## src/rtl/fifo_burst_writer_if.sv

```systemverilog
// fifo_burst_writer_if: burst request, FIFO write port and status bundle for fifo_burst_writer
interface fifo_burst_writer_if;
  logic start;
  logic [3:0] burst_len;
  logic [3:0] seed;
  logic abort;
  logic Full;
  logic push;
  logic [3:0] Data_In;
  logic busy;
  logic done;
  logic aborted;
  logic [4:0] words_written;
  modport master (
    output start, burst_len, seed, abort, Full,
    input push, Data_In, busy, done, aborted, words_written
  );
  modport slave (
    input start, burst_len, seed, abort, Full,
    output push, Data_In, busy, done, aborted, words_written
  );
endinterface

```

## src/rtl/fifo_burst_writer.sv

```systemverilog
// fifo_burst_writer: pushes a seeded burst of words into a FIFO with stall/abort; FIFO_WR_LFSR_EN selects LFSR data
module fifo_burst_writer (
  input logic WR_CLK,
  input logic rst,
  fifo_burst_writer_if.slave bus
);
  typedef enum logic [1:0] {IDLE, PUSH, DONE} state_t;
  state_t state, state_nxt;
  logic [4:0] remaining, remaining_nxt, ww_nxt;
  logic [3:0] data_nxt, seed_eff, pattern;
  logic push_nxt, aborted_nxt, accept;
  assign accept = bus.push & ~bus.Full;
`ifdef FIFO_WR_LFSR_EN
  assign pattern = {bus.Data_In[2:0], bus.Data_In[3] ^ bus.Data_In[2]};
  assign seed_eff = (bus.seed == 4'h0) ? 4'h1 : bus.seed;
`else
  assign pattern = bus.Data_In + 4'd1;
  assign seed_eff = bus.seed;
`endif
  // state register
  always_ff @(posedge WR_CLK or posedge rst)
    if (rst) state <= IDLE;
    else state <= state_nxt;
  // next state and next registered outputs; everything holds unless a transition says otherwise
  always_comb begin
    state_nxt = state;
    remaining_nxt = remaining;
    ww_nxt = bus.words_written;
    data_nxt = bus.Data_In;
    push_nxt = 1'b0;
    aborted_nxt = bus.aborted;
    case (state)
      IDLE: if (bus.start) begin
        state_nxt = PUSH;
        remaining_nxt = (bus.burst_len == 4'd0) ? 5'd16 : {1'b0, bus.burst_len};
        data_nxt = seed_eff;
        push_nxt = 1'b1;
        ww_nxt = 5'd0;
        aborted_nxt = 1'b0;
      end
      PUSH: begin
        push_nxt = bus.push;
        if (accept) begin
          ww_nxt = bus.words_written + 5'd1;
          remaining_nxt = remaining - 5'd1;
          data_nxt = pattern;
        end
        if (bus.abort) aborted_nxt = 1'b1;
        if (bus.abort || (accept && remaining == 5'd1)) begin
          push_nxt = 1'b0;
          state_nxt = DONE;
        end
      end
      DONE: state_nxt = IDLE;
      default: state_nxt = IDLE;
    endcase
  end
  // registered outputs; reset clears them immediately, dropping push mid-burst
  always_ff @(posedge WR_CLK or posedge rst)
    if (rst) begin
      bus.push <= 1'b0;
      bus.Data_In <= 4'h0;
      bus.busy <= 1'b0;
      bus.done <= 1'b0;
      bus.aborted <= 1'b0;
      bus.words_written <= 5'd0;
      remaining <= 5'd0;
    end else begin
      bus.push <= push_nxt;
      bus.Data_In <= data_nxt;
      bus.busy <= (state_nxt == PUSH);
      bus.done <= (state_nxt == DONE);
      bus.aborted <= aborted_nxt;
      bus.words_written <= ww_nxt;
      remaining <= remaining_nxt;
    end
endmodule

```

## src/flat_wrapper.sv

```systemverilog
// flat-port wrapper written by rule: the top's interface ports become plain ports
module fifo_burst_writer_flat 
  (WR_CLK, rst, bus_start, bus_burst_len, bus_seed, bus_abort, bus_Full, bus_push, bus_Data_In, bus_busy, bus_done, bus_aborted, bus_words_written);
  fifo_burst_writer_if bus_i ();
  input logic WR_CLK;
  input logic rst;
  input wire logic [$bits(bus_i.start)-1:0] bus_start;
  input wire logic [$bits(bus_i.burst_len)-1:0] bus_burst_len;
  input wire logic [$bits(bus_i.seed)-1:0] bus_seed;
  input wire logic [$bits(bus_i.abort)-1:0] bus_abort;
  input wire logic [$bits(bus_i.Full)-1:0] bus_Full;
  output wire logic [$bits(bus_i.push)-1:0] bus_push;
  output wire logic [$bits(bus_i.Data_In)-1:0] bus_Data_In;
  output wire logic [$bits(bus_i.busy)-1:0] bus_busy;
  output wire logic [$bits(bus_i.done)-1:0] bus_done;
  output wire logic [$bits(bus_i.aborted)-1:0] bus_aborted;
  output wire logic [$bits(bus_i.words_written)-1:0] bus_words_written;
  assign bus_i.start = bus_start;
  assign bus_i.burst_len = bus_burst_len;
  assign bus_i.seed = bus_seed;
  assign bus_i.abort = bus_abort;
  assign bus_i.Full = bus_Full;
  assign bus_push = bus_i.push;
  assign bus_Data_In = bus_i.Data_In;
  assign bus_busy = bus_i.busy;
  assign bus_done = bus_i.done;
  assign bus_aborted = bus_i.aborted;
  assign bus_words_written = bus_i.words_written;
  fifo_burst_writer u_core (.WR_CLK(WR_CLK), .rst(rst), .bus(bus_i));
endmodule
```

## config.mk

```make
export PLATFORM = sky130hd
export DESIGN_NAME = fifo_burst_writer_flat
export DESIGN_NICKNAME = d
export VERILOG_FILES = /design/src/rtl/fifo_burst_writer_if.sv /design/src/rtl/fifo_burst_writer.sv /design/src/flat_wrapper.sv
export SDC_FILE = /design/constraint.sdc
export NUM_CORES = 1
export LEC_CHECK = 0
export CAP_MARGIN = 10
export CORE_MARGIN = 8
export CORE_UTILIZATION = 45
export DETAILED_ROUTE_END_ITERATION = 7
export PLACE_DENSITY = 0.73
export SLEW_MARGIN = 40
export SYNTH_ARGS = -nofsm -noshare
export SYNTH_HDL_FRONTEND = slang
export SYNTH_SLANG_ARGS = --single-unit
```

## constraint.sdc

```tcl
create_clock -name WR_CLK -period 3.35 [get_ports WR_CLK]
set_clock_uncertainty 0.05 [all_clocks]
set_input_delay 0.335 -clock WR_CLK [delete_from_list [all_inputs] [get_ports WR_CLK]]
set_output_delay 0.335 -clock WR_CLK [all_outputs]
set_load 0.02 [all_outputs]
```

# After elaboration in Yosys (flattened, before gate mapping)
# Cells that the tools add are included.
# totals
input_bits	13
out_inout_bits	13
ff_bits	20
wordCells	47
# classes
reduce_logical	7
n_mux	19
eq_ne	8
add_sub_neg	3
bitwise_logic	2
# ops
op	n
two-way mux 5 bit	5
case mux 5 bit (2 select lines)	2
two-way mux 4 bit	2
case mux 4 bit (2 select lines)	1
AND reduction 3 bit	2
adder 5 x 1 -> 5 bit, second input constant	1
equality test 5 x 1 -> 1 bit, second input constant	1
subtractor 5 x 1 -> 5 bit, second input constant	1
adder 4 x 1 -> 4 bit, second input constant	1
equality test 2 x 1 -> 1 bit, second input constant	2
logical NOT 4 bit	1
two-way mux 1 bit	4
two-way mux 2 bit	2
inequality test 2 x 1 -> 1 bit, second input constant	2
inequality test 2 bit, second input constant	2
case mux 1 bit (2 select lines)	2
case mux 2 bit (2 select lines)	1
equality test 2 bit, second input constant	1
logical NOT 2 bit	1
nonzero test 2 bit	1
bitwise AND 1 bit	1
logical AND 1 bit	1
logical OR 1 bit	1
NOT 1 bit	1

# Logic depth before layout (Yosys ltp)
# logic_depth
ltp_word	7
depth_mapped	6
mapped_depth_nobuf	5

# Worst setup path after synthesis
# No wires, ideal clock.
# synth_path
path_kind	flip-flop to flip-flop
start	register u_core.bus.push
end	register u_core.remaining[0]
t_required_ns	3.173
arrival_ns	1.303
setup_time_ns	0.127
n_path_buf	2
path_stages_with_launch	7
synth_period_minus_slack_ns	1.481
slack_ns	1.869
path_cell_list	dfrtp_1 > and4bb_1 > buf_6 > or2_4 > buf_6 > nand3_2 > o211ai_2
# synth_between
elab_chain_len	3
# synth_rtl
element	line_no	text
start: declaration	fifo_burst_writer_if.sv:20	output push, Data_In, busy, done, aborted, words_written
start signal: assignment	fifo_burst_writer.sv:69	bus.push <= push_nxt;
bitwise AND 1 bit	fifo_burst_writer.sv:12	assign accept = bus.push & ~bus.Full;
inequality test 2 x 1 -> 1 bit (no line)	-	
AND reduction 3 bit (no line)	-	
end signal: assignment	fifo_burst_writer.sv:75	remaining <= remaining_nxt;
end: declaration	fifo_burst_writer.sv:9	logic [4:0] remaining, remaining_nxt, ww_nxt;
# No other way between the ends.
# A chain may end at the register's enable or synchronous reset.

# Worst setup path after layout
# layout_path
start	register u_core.bus.push
end	output bus_push
# layout_lines
element	line_no	text
end: declaration	flat_wrapper.sv:12	output wire logic [$bits(bus_i.push)-1:0] bus_push;
# No word-level cell between the ends.

==> key figures <==
Run status
  – Status: completed

Yosys
  – Largest cells by area after synthesis: dfrtp_1, ha_1, nor2_1
  – Sequential-to-total area share from yosys stat: between 40% and 50%
  – Yosys top cell by area: dfrtp_1
  – Post-Syn Area: 1040 um2
  – Synthesis-stage register bit count: 20
  – Main synth FF type: dfrtp_1
  – Asr flop ratio synth: 100%
  – Syn Nets: ~120
  – Top-area cell type share of the netlist area: between 40 and 50%
  – Syn Area/Cell: between 9 and 10 um2
  – Synth Warn #: 0
  – Number of synthesized flops with an enable pin: 0
  – Synth unique cells: 35
  – Mapped Cells: approximately 110

Routing
  – Vias per inst: 5.40
  – 1st-iter DRT viols: 33
  – DRT Pass-1 Iters: 5
  – Vias: 843
  – DRT antenna net count: 0
  – WL final: 2.26 mm
  – WL/cell: around 14 um
  – Residual DRC: 0

Finish
  – Share of cells above drive strength 1: around a tenth
  – Layout Nets: 147
  – Storage cell area: 500 um2
  – Ant diodes: 0
  – Area occupied by multi-input gates: roughly 470 um2
  – Fillcell total: between 150 and 200
  – Synth-to-layout area growth: 26.2%

Floorplan
  – Die width: 64.0 um
  – Die area: roughly 4100 um2
  – Num ports: 26
  – CORE AREA: between 2000 and 2500 um2
  – Initial core utilization: a little under half
  – Chip Height: about 64 um
  – FP Rows: 17

GRT
  – First-pass GRT wire length: between 3 and 4 mm
  – Vias in the first global route: ~870
  – Overall routing resource usage: between 10% and 20%
  – Largest net degree at the start of global routing: 21
  – Antenna violations before repair: 0
  – Total gr overflow: 0

Timing
  – Final hold viol count: 0
  – Fmax: just under 0.6 GHz
  – Final worst-path setup slack: 1620 ps
  – Final Slew Violations: 0
  – Unrepaired setup endpoints after global routing: no
  – Fin crit period: 1730 ps
  – Tcrit/Tclk final: between 50% and 60%
  – Hold slack: approximately 300 ps
  – Slew margin rel.: 53.0%
  – Actual slew at the worst max-slew pin: between 700 and 800 ps
  – Final Setup Violations: 0
  – TNS Setup: 0 ps

Critical path
  – Crit-path slowest cell: clkdlybuf4s50_1
  – CP delay by family, top: buffers and inverters
  – WP buf/inv: 1
  – Worst reg-to-reg path cell count: 4
  – Req. time, crit path: 2960 ps
  – Critical setup path kind: flip-flop to primary output
  – CP Depth: 1
  – CP Launch Type: flip-flop
  – CP Capture Type: primary output
  – Crit path cell chain: clkdlybuf4s50_1
  – CP max FO: 4
  – CP peak stage delay: 630 ps
  – Crit path DAT: 1350 ps

Clock network
  – Post-CTS Resized: 0
  – Clock slew at reported path FFs: around 100 ps
  – CTS tree: built
  – Total CTS buffers: 3
  – Clock sinks: 20
  – H-tree levels: 1
  – Worst-Skew Late Latency: 300 ps
  – Root buf cell: clkbuf_4
  – Post-CTS Setup Inserts: 0
  – CTS Hold Bufs: 0
  – CTS max path bufs: 2

Power and ir drop
  – Pwr Total: between 0.9 and 1 mW
  – Pwr/cell area: 758 nW/um2
  – Peak supply drop: between 0.4 and 0.5 mV
  – LEAKAGE: slightly below 0.6 nW

Placement
  – Pre-CTS WS: around 1500 ps
  – GPL Wtd Cong: ~0.76
  – IO Port Bufs: 25

Flow run
  – Max_cap viols: 0

Worst hold path
  – Worst hold path type: input port to async pin
Yosys cell counts, types with 2 or more instances:
master and count:
a31oi_1 2, nand2_1 9, buf_6 2, nand3_1 4, o22ai_1 2, inv_1 5
nand4_1 2, a21oi_2 2, nand2b_1 2, dfrtp_1 20, xor2_1 3, nor3_1 2
nor2_1 11, a21o_1 2, o21ai_0 7, ha_1 4, a21oi_1 7, buf_2 2
cells in the final DEF, fill, tap and decap left out, drive strengths merged, types with 4 or more instances in the layout:
cell           synthesis  final
a21oi                  9      9
clkdlybuf4s50          0     25
dfrtp                 20     20
ha                     4      4
inv                    5      4
nand2                  9      9
nand3                  5      5
nor2                  12     12
o21ai                  7      7
routing by layer:
| layer | part of all wire, % | wire (um) | global-route usage [%] | up-vias |
|---|---|---|---|---|
| met5 | 0 | 0 | 0 | - |
| met2 | 47 | 1060 | 19.1 | 38 |
| li1 | - | - | - | 414 |
| met4 | 1.5 | 33 | 5.85 | 0 |
| met3 | 8.6 | 195 | 4.53 | 4 |
| met1 | 43 | 971 | 13.7 | 387 |
worst reg2reg max path: cells and delay by family, from the launching register on:
family,cells,cell delay [ps]
AND/OR/NAND/NOR,2,710
flip-flops,1,420
AO/OA/AOI/OAI,2,330
final cells by class:
class	instances	area share, %
flip-flops and latches	20	38.3
multi-input cells	74	36.2
repair buffers	26	19.7
well taps	28	2.68
clock buffers	3	1.72
inverters	5	1.44
where the power goes:
| group | internal (mW) | switching [mW] | total (mW) | leakage (nW) |
|---|---|---|---|---|
| registers | 0.325 | 0.0784 | 0.403 | 0.250 |
| clock network | 0.0419 | 0.0695 | 0.111 | 0.0138 |
| logic | 0.222 | 0.255 | 0.477 | 0.318 |
| total | 0.589 | 0.403 | 0.991 | 0.582 |
flip-flops by register name, indices dropped and copies added (netlist names):
name / flops
u_core.remaining: 5
u_core.bus.aborted: 1
u_core.bus.Data_In: 4
u_core.bus.words_written: 5
u_core.bus.busy: 1
u_core.state: 2
u_core.bus.done: 1
u_core.bus.push: 1
cell families after synthesis:
family                     Yosys count  synth area share, %
AOI/OAI and AO/OA                   27                 16.9
xor gates and xnor gates             3                 2.54
adders and majority gates            4                 4.83
buffers and inverters               11                 6.04
DFF                                 20                 48.3
muxes                                2                 2.05
and+or+nand+nor                     38                 19.3
worst paths after layout:
| path | start | slack [ps] | to |
|---|---|---|---|
| min in group WR_CLK | u_core.remaining[4] | 480 | u_core.remaining[4] |
| worst max register to register | u_core.state[1] | 1790 | u_core.remaining[2] |
| max in group asynchronous | rst | 2610 | u_core.remaining[2] |
| worst min-delay path | rst | 300 | u_core.bus.words_written[4] |
| worst min register to register | u_core.remaining[4] | 480 | u_core.remaining[4] |
| worst max-delay path | u_core.bus.push | 1620 | bus_push |
per-stage QoR:
| step | cell area, um2 | utilization [%] | std cells |
|---|---|---|---|
| finish | 1310 | 59.7 | 156 |
| CTS | 1310 | 59.7 | 156 |
| global route | 1310 | 59.7 | 156 |
| detailed placement | 1280 | 58.7 | 153 |
| floorplan | 1040 | - | 105 |
| global placement | 1280 | 58.7 | 153 |
No activity file was read; power rests on OpenSTA's default activity.
